$ cat src/rtl/booth_sched_pkg.sv
// booth_sched_pkg: shared state encoding and sizing helper for the Booth multiplier scheduler
package booth_sched_pkg;
  typedef enum logic [1:0] {IDLE, START, BUSY, RESP} state_t;
  function automatic int wdog_w(input int timeout);
    return (timeout > 2) ? $clog2(timeout) : 1;
  endfunction
endpackage

$ cat src/rtl/rr_arbiter.sv
// rr_arbiter: combinational round-robin pick, searching upward from the slot after last
module rr_arbiter #(
  parameter int N = 4
) (
  input  logic [N-1:0]         req,
  input  logic [$clog2(N)-1:0] last,
  output logic [N-1:0]         grant,
  output logic [$clog2(N)-1:0] idx
);
  localparam int IW = $clog2(N);
  logic found;
  always_comb begin
    grant = '0;
    idx = '0;
    found = 1'b0;
    for (int k = 1; k <= N; k++) begin
      if (!found && req[(int'(last) + k) % N]) begin
        found = 1'b1;
        grant[(int'(last) + k) % N] = 1'b1;
        idx = IW'((int'(last) + k) % N);
      end
    end
  end
endmodule

$ cat src/rtl/booth_mult_scheduler.sv
// booth_mult_scheduler: round-robin sharing of one sequential signed multiplier with a watchdog
module booth_mult_scheduler
  import booth_sched_pkg::*;
#(
  parameter int N_REQ   = 4,
  parameter int W       = 32,
  parameter int TIMEOUT = 64
) (
  input  logic                     clk,
  input  logic                     rst,
  input  logic [N_REQ-1:0]         req_valid,
  output logic [N_REQ-1:0]         req_ready,
  input  logic [N_REQ*W-1:0]       req_a,
  input  logic [N_REQ*W-1:0]       req_b,
  output logic                     rsp_valid,
  input  logic                     rsp_ready,
  output logic [$clog2(N_REQ)-1:0] rsp_id,
  output logic [2*W-1:0]           rsp_result,
  output logic                     rsp_err,
  output logic                     mul_start,
  output logic [W-1:0]             mul_a,
  output logic [W-1:0]             mul_b,
  input  logic [2*W-1:0]           mul_result,
  input  logic                     mul_done
);
  localparam int ID_W = $clog2(N_REQ);
  localparam int WD_W = wdog_w(TIMEOUT);
  state_t state_q, state_d;
  logic [ID_W-1:0] last_q, last_d, id_q, id_d, grant_idx;
  logic [W-1:0] a_q, a_d, b_q, b_d;
  logic [WD_W-1:0] wdog_q, wdog_d;
  logic [2*W-1:0] res_q, res_d;
  logic err_q, err_d;
  logic [N_REQ-1:0] grant;
  rr_arbiter #(.N(N_REQ)) u_arb (
    .req   (req_valid),
    .last  (last_q),
    .grant (grant),
    .idx   (grant_idx)
  );
  always_comb begin
    state_d = state_q;
    last_d = last_q;
    id_d = id_q;
    a_d = a_q;
    b_d = b_q;
    wdog_d = wdog_q;
    res_d = res_q;
    err_d = err_q;
    case (state_q)
      IDLE: if (|req_valid) begin
        state_d = START;
        last_d = grant_idx;
        id_d = grant_idx;
        a_d = req_a[int'(grant_idx)*W +: W];
        b_d = req_b[int'(grant_idx)*W +: W];
      end
      START: begin
        wdog_d = '0;
        state_d = BUSY;
      end
      // wdog==0 marks the first BUSY cycle, where mul_done may still reflect the previous job
      BUSY: if (wdog_q != '0 && mul_done) begin
        res_d = mul_result;
        err_d = 1'b0;
        state_d = RESP;
      end else if (wdog_q == WD_W'(TIMEOUT - 1)) begin
        res_d = '0;
        err_d = 1'b1;
        state_d = RESP;
      end else begin
        wdog_d = wdog_q + 1'b1;
      end
      RESP: state_d = rsp_ready ? IDLE : RESP;
      default: state_d = IDLE;
    endcase
  end
  always_ff @(posedge clk) begin
    if (rst) begin
      state_q <= IDLE;
      last_q <= ID_W'(N_REQ - 1);
      id_q <= '0;
      a_q <= '0;
      b_q <= '0;
      wdog_q <= '0;
      res_q <= '0;
      err_q <= 1'b0;
    end else begin
      state_q <= state_d;
      last_q <= last_d;
      id_q <= id_d;
      a_q <= a_d;
      b_q <= b_d;
      wdog_q <= wdog_d;
      res_q <= res_d;
      err_q <= err_d;
    end
  end
  assign req_ready = (state_q == IDLE) ? grant : '0;
  assign mul_start = state_q == START;
  assign mul_a = a_q;
  assign mul_b = b_q;
  assign rsp_valid = state_q == RESP;
  assign rsp_id = id_q;
  assign rsp_result = res_q;
  assign rsp_err = err_q;
endmodule
$ cat config.mk
export PLATFORM = sky130hd
export DESIGN_NAME = booth_mult_scheduler
export DESIGN_NICKNAME = d
export VERILOG_FILES = /design/src/rtl/booth_sched_pkg.sv /design/src/rtl/rr_arbiter.sv /design/src/rtl/booth_mult_scheduler.sv
export SDC_FILE = /design/constraint.sdc
export NUM_CORES = 1
export LEC_CHECK = 0
export ABC_AREA = 0
export CORE_AREA = 3 3 182 184
export CTS_CLUSTER_DIAMETER = 120
export CTS_CLUSTER_SIZE = 30
export DETAILED_ROUTE_END_ITERATION = 12
export DIE_AREA = 0 0 185 187
export PLACE_DENSITY = 0.63
export SETUP_SLACK_MARGIN = 0.5
export SLEW_MARGIN = 20
export SYNTH_ARGS = -nofsm -noshare
export SYNTH_HDL_FRONTEND = slang
export SYNTH_SLANG_ARGS = --single-unit
$ cat constraint.sdc
create_clock -name clk -period 9.4 [get_ports clk]
set_input_delay 0.94 -clock clk [delete_from_list [all_inputs] [get_ports clk]]
set_output_delay 0.94 -clock clk [all_outputs]
set_load 0.01 [all_outputs]
# --- Word level (Yosys, flattened, before mapping) ---
# Index checks and enable logic that the tools add are counted.
classes:
  addsub: 5
  n_shift: 2
  multipliers: 0
  bitwise: 7
  reduce_logical: 24
  magnitude_cmp: 8
  muxes: 44
  n_eq_ne: 8
  div_mod_pow: 0
ops:
  columns: ["op", "n"]
  rows:
  - ["$shiftx 128x8->32", 2]
  - ["$mux 64", 2]
  - ["$mux 4", 5]
  - ["$mux 1", 17]
  - ["$lt 3x4->1 const B", 4]
  - ["$mux 2", 8]
  - ["$ge 3x1->1 const B", 4]
  - ["$mux 6", 2]
  - ["$or 4x4->4", 3]
  - ["$pmux 6 s2", 1]
  - ["$bmux 1 s2", 4]
  - ["$demux 1 s2", 4]
  - ["$logic_and 1x1->1", 8]
  - ["$pmux 2 s4", 1]
  - ["$reduce_or 2->1", 4]
  - ["$add 6x1->6 const B", 1]
  - ["$eq 6x6->1 const B", 1]
  - ["$ne 2x2->1 const B", 3]
  - ["$reduce_and 2->1", 3]
  - ["$reduce_bool 6->1", 1]
  - ["$add 2x1->2 const B", 2]
  - ["$add 2x2->2 const B", 2]
  - ["$and 1x1->1 const A", 4]
  - ["$eq 2x2->1 const B", 2]
  - ["other kinds (7)", 10]
word_totals:
  ramBits: 0
  out_inout_bits: 137
  reg_bits: 141
  latch_bits: 0
  rom_bits: 0
  wordCells: 106
  n_memories: 0
  input_bits: 328

# --- Logic depth before layout (Yosys ltp) ---
# Gate-level depths: netlist (run 1).
depth:
  ltp_word: 17
  ltp_mapped: 12

# --- Hierarchy ---
# From an unflattened synthesis (run 1), not the netlist that was laid out.
unflattened:
  cells_unflattened: 663
  area_unflattened_um2: 7064.3
modules_own_cells:
  columns: ["module", "seq_area_each_um2", "area_each_um2", "n_inst", "cells_each"]
  rows:
  - ["booth_mult_scheduler", 2822.7, 6570.1, 1, 604]
  - ["rr_arbiter", 0.0, 494.2, 1, 59]

# --- Worst setup path before layout (run 1) ---
# No wires, ideal clock.
synth_path:
  kind: "register to output"
  start: "reg last_q[0]"
  end: "out req_ready[0]"
  setup_slack_ns: 6.092
  stages_incl_launch_ff: 9
  arrival_time_ns: 2.368
  required_ns: 8.460
  cell_sequence: "dfxtp_1 -> buf_2 -> inv_2 -> ha_1 -> mux4_2 -> nor2_1 -> and3b_1 -> a221oi_1 -> nor2b_1"
synth_between:
  elab_chain_len: 15
  elab_cells_between_ends: 61
synth_rtl:
  columns: ["item", "line_no", "rtl"]
  rows:
  - ["start, declared", "booth_mult_scheduler.sv:29", "logic [ID_W-1:0] last_q, last_d, id_q, id_d, grant_idx;"]
  - ["start signal, assigned", "booth_mult_scheduler.sv:81", "last_q <= ID_W'(N_REQ - 1);"]
  - ["start signal, assigned", "booth_mult_scheduler.sv:90", "last_q <= last_d;"]
  - ["$add 2x1->2", "rr_arbiter.sv:17, rr_arbiter.sv:19", null]
  - ["$reduce_or 2->1 (no source line) or $bmux 1 s2 (tied branches)", null, null]
  - ["$and 1x1->1 (no source line) or $mux 1 (tied branches)", null, null]
  - ["$lt 3x4->1 (implied by the code), or another cell as far along", "rr_arbiter.sv:19", "grant[(int'(last) + k) % N] = 1'b1;"]
  - ["$logic_and 1x1->1 (implied by the code) or $mux 1 (tied branches)", "rr_arbiter.sv:19, rr_arbiter.sv:17", null]
  - ["$mux 1 (implied by the code) or $logic_not 1->1 (tied branches)", "rr_arbiter.sv:19, rr_arbiter.sv:17", null]
  - ["$demux 1 s2 or $logic_and 1x1->1 (tied branches)", null, null]
  - ["$mux 4 or $mux 1 (tied branches)", "rr_arbiter.sv:17", "if (!found && req[(int'(last) + k) % N]) begin"]
  - ["$or 4x4->4 (no source line) or $logic_not 1->1 (tied branches)", null, null]
  - ["$mux 4 or $logic_and 1x1->1 (tied branches)", "rr_arbiter.sv:17", null]
  - ["$or 4x4->4 (no source line) or $mux 1 (tied branches)", null, null]
  - ["$mux 4 or $logic_not 1->1 (tied branches)", "rr_arbiter.sv:17", null]
  - ["$or 4x4->4 (no source line) or $logic_and 1x1->1 (tied branches)", null, null]
  - ["$mux 4 *", "rr_arbiter.sv:17", null]
  - ["$mux 4 *", "booth_mult_scheduler.sv:99", "assign req_ready = (state_q == IDLE) ? grant : '0;"]
  - ["end, declared", "booth_mult_scheduler.sv:12", "output logic [N_REQ-1:0] req_ready,"]
# Mark *: on every way between the ends. The rest lies on a longest branch, timed or not. The select of a mux whose other input is x is not followed.

# --- Final worst setup path (run 1) ---
layout_path:
  start: "reg last_q[0]"
  end: "reg a_q[20], in the netlist mul_a[20]"
layout_between:
  elab_chain_len: 15
  elab_cells_between_ends: 30
layout_rtl:
  columns: ["item", "line_no", "rtl"]
  rows:
  - ["$add 2x1->2", "rr_arbiter.sv:17, rr_arbiter.sv:20", null]
  - ["$bmux 1 s2", "rr_arbiter.sv:17", null]
  - ["$mux 1 (implied by the code) (2 in series)", "rr_arbiter.sv:17", null]
  - ["$mux 1", "rr_arbiter.sv:17", null]
  - ["$logic_not 1->1", "rr_arbiter.sv:17", null]
  - ["$logic_and 1x1->1", "rr_arbiter.sv:17", null]
  - ["$mux 1", "rr_arbiter.sv:17", null]
  - ["$logic_not 1->1", "rr_arbiter.sv:17", null]
  - ["$logic_and 1x1->1", "rr_arbiter.sv:17", null]
  - ["$mux 1", "rr_arbiter.sv:17", null]
  - ["$logic_not 1->1", "rr_arbiter.sv:17", null]
  - ["$logic_and 1x1->1", "rr_arbiter.sv:17", null]
  - ["$mux 2 *", "rr_arbiter.sv:17", null]
  - ["$shiftx 128x8->32 *", "booth_mult_scheduler.sv:55", "a_d = req_a[int'(grant_idx)*W +: W];"]
  - ["end signal, assigned", "booth_mult_scheduler.sv:83", "a_q <= '0;"]
  - ["end signal, assigned", "booth_mult_scheduler.sv:92", "a_q <= a_d;"]
  - ["end, declared", "booth_mult_scheduler.sv:30", "logic [W-1:0] a_q, a_d, b_q, b_d;"]
# Marks and branches as above.
# A chain may end at the register's enable or synchronous reset.

==> results of run 1 <==
## cell type report
class,instances,area [sq um]
multi-input cells,823,4984
clock inverters,12,148.9
fillers,3147,17860
diodes,2,5.005
clock buffers,20,466.7
well taps,402,503.0
flip-flops and latches,141,2823
inverters,10,37.54
repair buffers,476,4732
## cells by family (layout without fill, tap and decap cells)
logic type      count (synthesis)  in the layout  share of synthesized area (%)
compound gates                223            223                          21.42
simple gates                  508            508                          26.34
mux                            74             74                          9.466
flops                         141            141                          34.22
fa+ha+maj                      14             14                          2.124
buf+inv                       116            518                          6.007
xor+xnor                        4              4                         0.4247
other cells                     0              2                              0
## report_power, final
| group | internal (uW) | total, uW | leakage, uW | switching, uW |
|---|---|---|---|---|
| logic | 1020 | 2510 | 0.00373 | 1480 |
| clock network | 421 | 725 | 0.000305 | 304 |
| registers | 734 | 822 | 0.00115 | 88.3 |
## cells in the mapped netlist, types with 4 or more instances
library cell / number
dfxtp_1: 141
nor3_1: 65
xor2_1: 4
buf_6: 4
mux2i_1: 69
o311a_1: 64
a22oi_1: 68
and2_1: 4
clkbuf_1: 80
inv_1: 9
a221oi_1: 5
a21oi_1: 6
o22ai_1: 63
buf_1: 4
nand2_1: 7
buf_2: 15
nand4_1: 5
nand3_1: 65
nor2b_1: 10
nor2_1: 338
ha_1: 14
## final timing paths
| kind | from | to | depth (start not counted) |
|---|---|---|---|
| hold / removal | rsp_id[1]$_SDFFE_PP0P_ | rsp_id[1]$_SDFFE_PP0P_ | 2 |
| hold reg to reg | rsp_id[1]$_SDFFE_PP0P_ | rsp_id[1]$_SDFFE_PP0P_ | 2 |
| setup / recovery | last_q[0]$_SDFFE_PP1P_ | mul_a[20]$_SDFFE_PP0P_ | 11 |
| setup reg to reg | last_q[0]$_SDFFE_PP1P_ | mul_a[20]$_SDFFE_PP0P_ | 11 |
## metal layers
metal / vias to the layer above / track usage, % / wire (microns)
li1: 4696 / - / -
met1: 4535 / 22.95 / 14560
met2: 409 / 35.67 / 18550
met3: 32 / 6.826 / 3565
met4: 2 / 5.599 / 544
met5: - / 0 / 13
## critical path, cell delays in order (launching register included)
cell and delay, ns:
dfxtp_1 0.71, inv_2 0.25, ha_1 0.63, mux2i_1 0.20, o211ai_4 0.18, buf_4 0.63, nor3b_4 0.61, buf_4 0.50
buf_4 0.62, mux2i_1 0.27, nand3_1 0.10, o311a_1 0.17
## state kept, by name, summed over array words and instances, names as in the netlist
register / cells
rsp_result: 64
mul_a: 32
mul_b: 32
wdog_q: 6
last_q: 2
rsp_id: 2
state_q: 2
rsp_err: 1
## per-stage QoR
| step | worst slack [ns] | hold slack (ns) | util, % | total power (uW) | instance area (sq um) |
|---|---|---|---|---|---|
| after floorplan | 6.092 | 0.4486 | - | 2494 | 8248 |
| after global placement | 3.899 | 0.4441 | 41.43 | 3305 | 13070 |
| after detailed placement | 3.744 | 0.4597 | 41.45 | 3361 | 13080 |
| after CTS | 4.167 | 0.4690 | 43.40 | 4110 | 13690 |
| after global routing | 3.847 | 0.4850 | 43.41 | 4360 | 13700 |
| final | 4.272 | 0.4629 | 43.41 | 4054 | 13700 |
==> reports/metrics.csv, run 1 <==
stage;metric;value;unit
outcome;status;complete, no violations;
worst_setup_path;required;9.70;ns
power_and_ir_drop;p_leak;0.005194;uW
sta;fin_crit_sh;54.55;%
floorplan;initial_core_util;26.14;%
sta;relSlewSlack;36.03;%
worst_setup_path;reg2reg_setup_slack;4.27;ns
floorplan;core-area;31560;sq um
global_route;antenna_found_initial;3;
clock_network;cts_tree;built;
clock_network;path_clk_slew;0.06;ns
worst_hold_path;holdCritPathClass;flop to flop;
placed_design;gp_congestion;0.8300;
clock_network;cts_hold_buf;0;
clock_network;cts_htree_levels;4;
drt;wl_per_cell;19.74;microns
floorplan;die_height;187;microns
drt;drc_errors;0;
global_route;grt_max_degree;89;
global_route;gr-total-overflow;0;
drt;drtAntennaViolNets;0;
clock_network;cts_buffers;17;
synth;avgSynthCellArea;7.637;sq um
sta;post-route-min-period;5.128;ns
synth;yosys_warnings;0;
clock_network;clockBufferDepth;2;
clock_network;clkLatencyLatePin;0.43;ns
layout;drive_gt1_share;4.116;%
sta;rsz0062_at_grt;no;
sta;setup_violations;0;
floorplan;dieArea;34600;sq um
sta;fmax;0.1950;GHz
placed_design;port_buffers;464;
synth;syn-instance-count;1080;
drt;drt_iter0_markers;495;
layout;layout_common_cells;463 x clkdlybuf4s50_1, 337 x nor2_1, 141 x dfxtp_1;
synth;yosys-top-cells-area;dfxtp_1 34%, nor2_1 15%, mux2i_1 8.4%;
drt;vias;9674;
sta;hold_violations;0;
synth;synth_edf_count;0;
drt;firstDrtPassIters;5;
flow_run;drv_cap;0;
power_and_ir_drop;ir_drop;0.4308;mV
worst_setup_path;crit_path_end_kind;flop;
layout;final_common_cell;clkdlybuf4s50_1;
layout;instances_no_fill;1886;
sta;clock_skew;0.02210;ns
synth;syn-cell-area;8248;sq um
synth;synth_seq_area_share;34.22;%
worst_setup_path;crit_path_start_kind;flop;
global_route;grtUsageTotal;20.16;%
placed_design;hpwl;26650;microns
synth;ys_ff_latch;141;
placed_design;placed_cells;1852;
worst_setup_path;critical_path_class;flop to flop;
drt;vias_per_cell;5.129;
worst_setup_path;cp.arrival;5.43;ns
floorplan;chipWidth;185;microns
global_route;grt_pass1_vias;9310;
synth;synth_flop_cell;dfxtp_1;
floorplan;core.rowCount;65;
worst_setup_path;cp_max_fo;64;
synth;synth_top_area_share;34.22;%
synth;ys_types;50;
clock_network;cts-root-buf;clkbuf_16;
sta;fin_setup_tns;0;ns
sta;finalMaxSlewViolations;0;
synth;synth_top_area_cell;dfxtp_1;
power_and_ir_drop;p_per_area;295.9;nW/um^2
clock_network;ctsResizeCount;0;
clock_network;postCtsSetupBuffers;0;
layout;fin_nets;1811;
layout;syn2layout_area_growth;66.10;%
sta;tightest_slew;0.9595;ns
clock_network;numClockSinks;141;
synth;syn_nets;1422;
floorplan;ios;465;
synth;synthArstFlopShare;0;%
drt;finalWirelength;37240;microns
global_route;grt_pass1_wl;54410;microns
Note: power is estimated with default switching activity, not from simulation.
==> run 2: changes to the inputs <==
--- a/config.mk
+++ b/config.mk
@@ -6,12 +6,12 @@
 export NUM_CORES = 1
 export LEC_CHECK = 0
 export ABC_AREA = 0
-export CORE_AREA = 3 3 182 184
+export CORE_AREA = 3 3 178 180
 export CTS_CLUSTER_DIAMETER = 120
 export CTS_CLUSTER_SIZE = 30
 export DETAILED_ROUTE_END_ITERATION = 12
-export DIE_AREA = 0 0 185 187
-export PLACE_DENSITY = 0.63
+export DIE_AREA = 0 0 181 183
+export PLACE_DENSITY = 0.65
 export SETUP_SLACK_MARGIN = 0.5
 export SLEW_MARGIN = 20
 export SYNTH_ARGS = -nofsm -noshare
==> constraint.sdc (replaced) <==
create_clock -name clk -period 4.91 [get_ports clk]
set_input_delay 0.491 -clock clk [delete_from_list [all_inputs] [get_ports clk]]
set_output_delay 0.491 -clock clk [all_outputs]
set_load 0.01 [all_outputs]
==> reports/metrics.csv, run 2 (synthesis results as in run 1) <==
stage;metric;value;unit;change
sta;rsz0062_at_grt;no;;
layout;drive_gt1_share;5.519;%;+1.4 points
sta;tightest_slew;0.9773;ns;+0.01783 ns
global_route;grt_pass1_wl;54560;microns;+0.28%
drt;vias_per_cell;5.182;;+1.0%
floorplan;chipWidth;181;microns;-2.2%
clock_network;cts-root-buf;clkbuf_16;;
worst_hold_path;hold_path_depth;2;;unchanged
worst_setup_path;path_buf_inv;2;;-2
power_and_ir_drop;switching_power;3683;uW;+96%
worst_hold_path;hold_path_end;rsp_err$_SDFFE_PP0P_;;
drt;firstDrtPassIters;5;;unchanged
power_and_ir_drop;power_frac_seq;19.7;%;-0.6 points
sta;relSlewSlack;34.85;%;-1.2 points
worst_hold_path;holdCritPathClass;flop to flop;;
layout;fin_nets;1833;;+1.2%
power_and_ir_drop;pwr-share-comb;64.1;%;+2.3 points
layout;final_common_cell;clkdlybuf4s50_1;;
sta;clock_skew;0.01788;ns;-0.004219 ns
worst_setup_path;crit_path_max_incr_delay;0.66;ns;-0.05 ns
sta;fmax;0.2426;GHz;
worst_setup_path;cp.arrival;3.63;ns;-1.80 ns
worst_setup_path;crit_path_start_kind;flop;;
power_and_ir_drop;pwr-share-clk;16.2;%;-1.7 points
floorplan;initial_core_util;27.18;%;+1.0 points
layout;syn2layout_area_growth;67.88;%;
power_and_ir_drop;p_leak;0.005269;uW;+1.4%
layout;utilization;45.63;%;+2.2 points
clock_network;clkLatencyLatePin;0.42;ns;about the same
worst_setup_path;cp_top_family;buffers and inverters;;
drt;wl_per_cell;19.27;microns;-2.4%
worst_setup_path;required;4.42;ns;-5.28 ns
floorplan;core.rowCount;64;;-1.5%
clock_network;numClockSinks;141;;unchanged
power_and_ir_drop;intPower;4270;uW;+96%
worst_setup_path;slowest_stage;mux4_2;;
worst_setup_path;reg2reg_setup_slack;1.21;ns;-3.06 ns
worst_setup_path;critical_path_class;flop to output pin;;
worst_setup_path;r2r_start;last_q[0]$_SDFFE_PP1P_;;
clock_network;path_clk_slew;0.08;ns;+0.02 ns
floorplan;dieArea;33120;sq um;-4.3%
clock_network;cts_buffers;17;;unchanged
clock_network;cts_tree;built;;
worst_setup_path;crit_path_end_kind;output pin;;
power_and_ir_drop;p_per_area;574.3;nW/um^2;+94%
clock_network;postCtsSetupBuffers;0;;unchanged
outcome;status;complete, no violations;;
placed_design;gp_congestion;0.8326;;+0.31%
clock_network;cts_hold_buf;0;;unchanged
drt;drc_errors;0;;unchanged
sta;fin_setup_tns;0;ns;unchanged
drt;finalWirelength;36690;microns;-1.5%
clock_network;cts_htree_levels;4;;unchanged
placed_design;hpwl;26880;microns;+0.85%
global_route;gr-total-overflow;0;;unchanged
sta;fin_crit_sh;83.96;%;
global_route;grt_pass1_vias;9358;;+0.52%
layout;stdcell_area;13850;sq um;+1.1%
sta;finalMaxSlewViolations;0;;unchanged
floorplan;die_height;183;microns;-2.1%
floorplan;core-area;30350;sq um;-3.8%
sta;post-route-min-period;4.123;ns;
worst_setup_path;cp_max_fo;15;;-77%
floorplan;ios;465;;unchanged
power_and_ir_drop;switching_share;46.31;%;about the same
worst_setup_path;reg2reg_to;mul_a[20]$_SDFFE_PP0P_;;
worst_hold_path;hp-start;rsp_err$_SDFFE_PP0P_;;
worst_setup_path;r2r_cells;10;;-1
placed_design;placed_area;13280;sq um;+1.5%
sta;setup_ws;0.7874;ns;-3.485 ns
placed_design;place_ws;0.9207;ns;-2.823 ns
flow_run;drv_cap;0;;unchanged
worst_setup_path;crit_chain;inv_2 > ha_1 > mux4_2 > nor2_1 > and3b_1 > a221oi_1 > nor2b_1 > clkdlybuf4s50_1;;
layout;layout_common_cells;463 x clkdlybuf4s50_1, 337 x nor2_1, 139 x dfxtp_1;;
drt;drtAntennaViolNets;0;;unchanged
power_and_ir_drop;ir_drop;0.4991;mV;+16%
clock_network;clockBufferDepth;2;;unchanged
global_route;antenna_found_initial;3;;unchanged
layout;largest_reg_flops;64;;unchanged
global_route;grtUsageTotal;20.78;%;+0.62 points
global_route;grt_max_degree;78;;-12%
sta;hold_violations;0;;unchanged
power_and_ir_drop;power.total;7953;uW;+96%
sta;setup_violations;0;;unchanged
placed_design;port_buffers;464;;unchanged
drt;drt_iter0_markers;501;;+1.2%
drt;vias;9866;;+2.0%
run 2: cell types whose count changed in the layout (fill, tap and decap cells not counted), moves of 3 or more:
cell / change
buf_4: +18
buf_12: +4
clkinvlp_4: +4
clkbuf_8: -3
run 2: what timing repair did:
item | in CTS | in global routing
gates resized for setup | 1 | 1
cloned | 0 | 0
endpoints found under the hold margin | 0 | 0
endpoints found under the setup margin | 2 | 4
run 2: layer usage:
metal	track usage [%]	part of all wire [%]
met1	24.80	40
met2	36.05	49
met3	5.871	8.2
met4	7.099	2.7
met5	0	0
run 2: cell type report:
class	instances	area (sq um)
Fill cell	2990	16500
Multi-Input combinational cell	823	4977
Timing Repair Buffer	498	4947
Sequential cell	141	2825
Tap cell	396	495.5
Clock buffer	18	429.2
Clock inverter	14	125.1
Inverter	10	37.54
Antenna cell	4	10.01
run 2: how the worst max path moves through the flow:
stage,startpoint,endpoint,slack [ns],cells after the start
final,last_q[0]$_SDFFE_PP1P_,req_ready[3],0.79,8
after detailed placement,last_q[0]$_SDFFE_PP1P_,mul_a[19]$_SDFFE_PP0P_,0.92,9
after global placement,last_q[0]$_SDFFE_PP1P_,mul_a[27]$_SDFFE_PP0P_,1.0,10
after CTS,last_q[1]$_SDFFE_PP1P_,req_ready[3],0.63,8
after global routing,last_q[0]$_SDFFE_PP1P_,req_ready[3],0.53,8
after floorplan,last_q[0]$_SDFFE_PP1P_,mul_a[10]$_SDFFE_PP0P_,1.92,12
run 2: per-stage QoR:
stage,hold WS [ns],cells
after floorplan,0.4486,1080
after global placement,0.4439,1867
after detailed placement,0.4463,1868
after CTS,0.4617,1900
after global routing,0.4900,1902
final,0.4574,1904
run 2: worst min-delay path: stages, from the launching register on:
cell,delay [ns]
dfxtp_1,0.31
inv_1,0.05
a211oi_1,0.05
run 2: power by group through the flow:
stage	Clock [uW]	Sequential (uW)	Combinational, uW
CTS	1320	1570	5150
detailed placement	0	1590	5140
global placement	0	1580	5030
finish	1290	1570	5100
global route	1370	1600	5580
floorplan	0	1660	3110
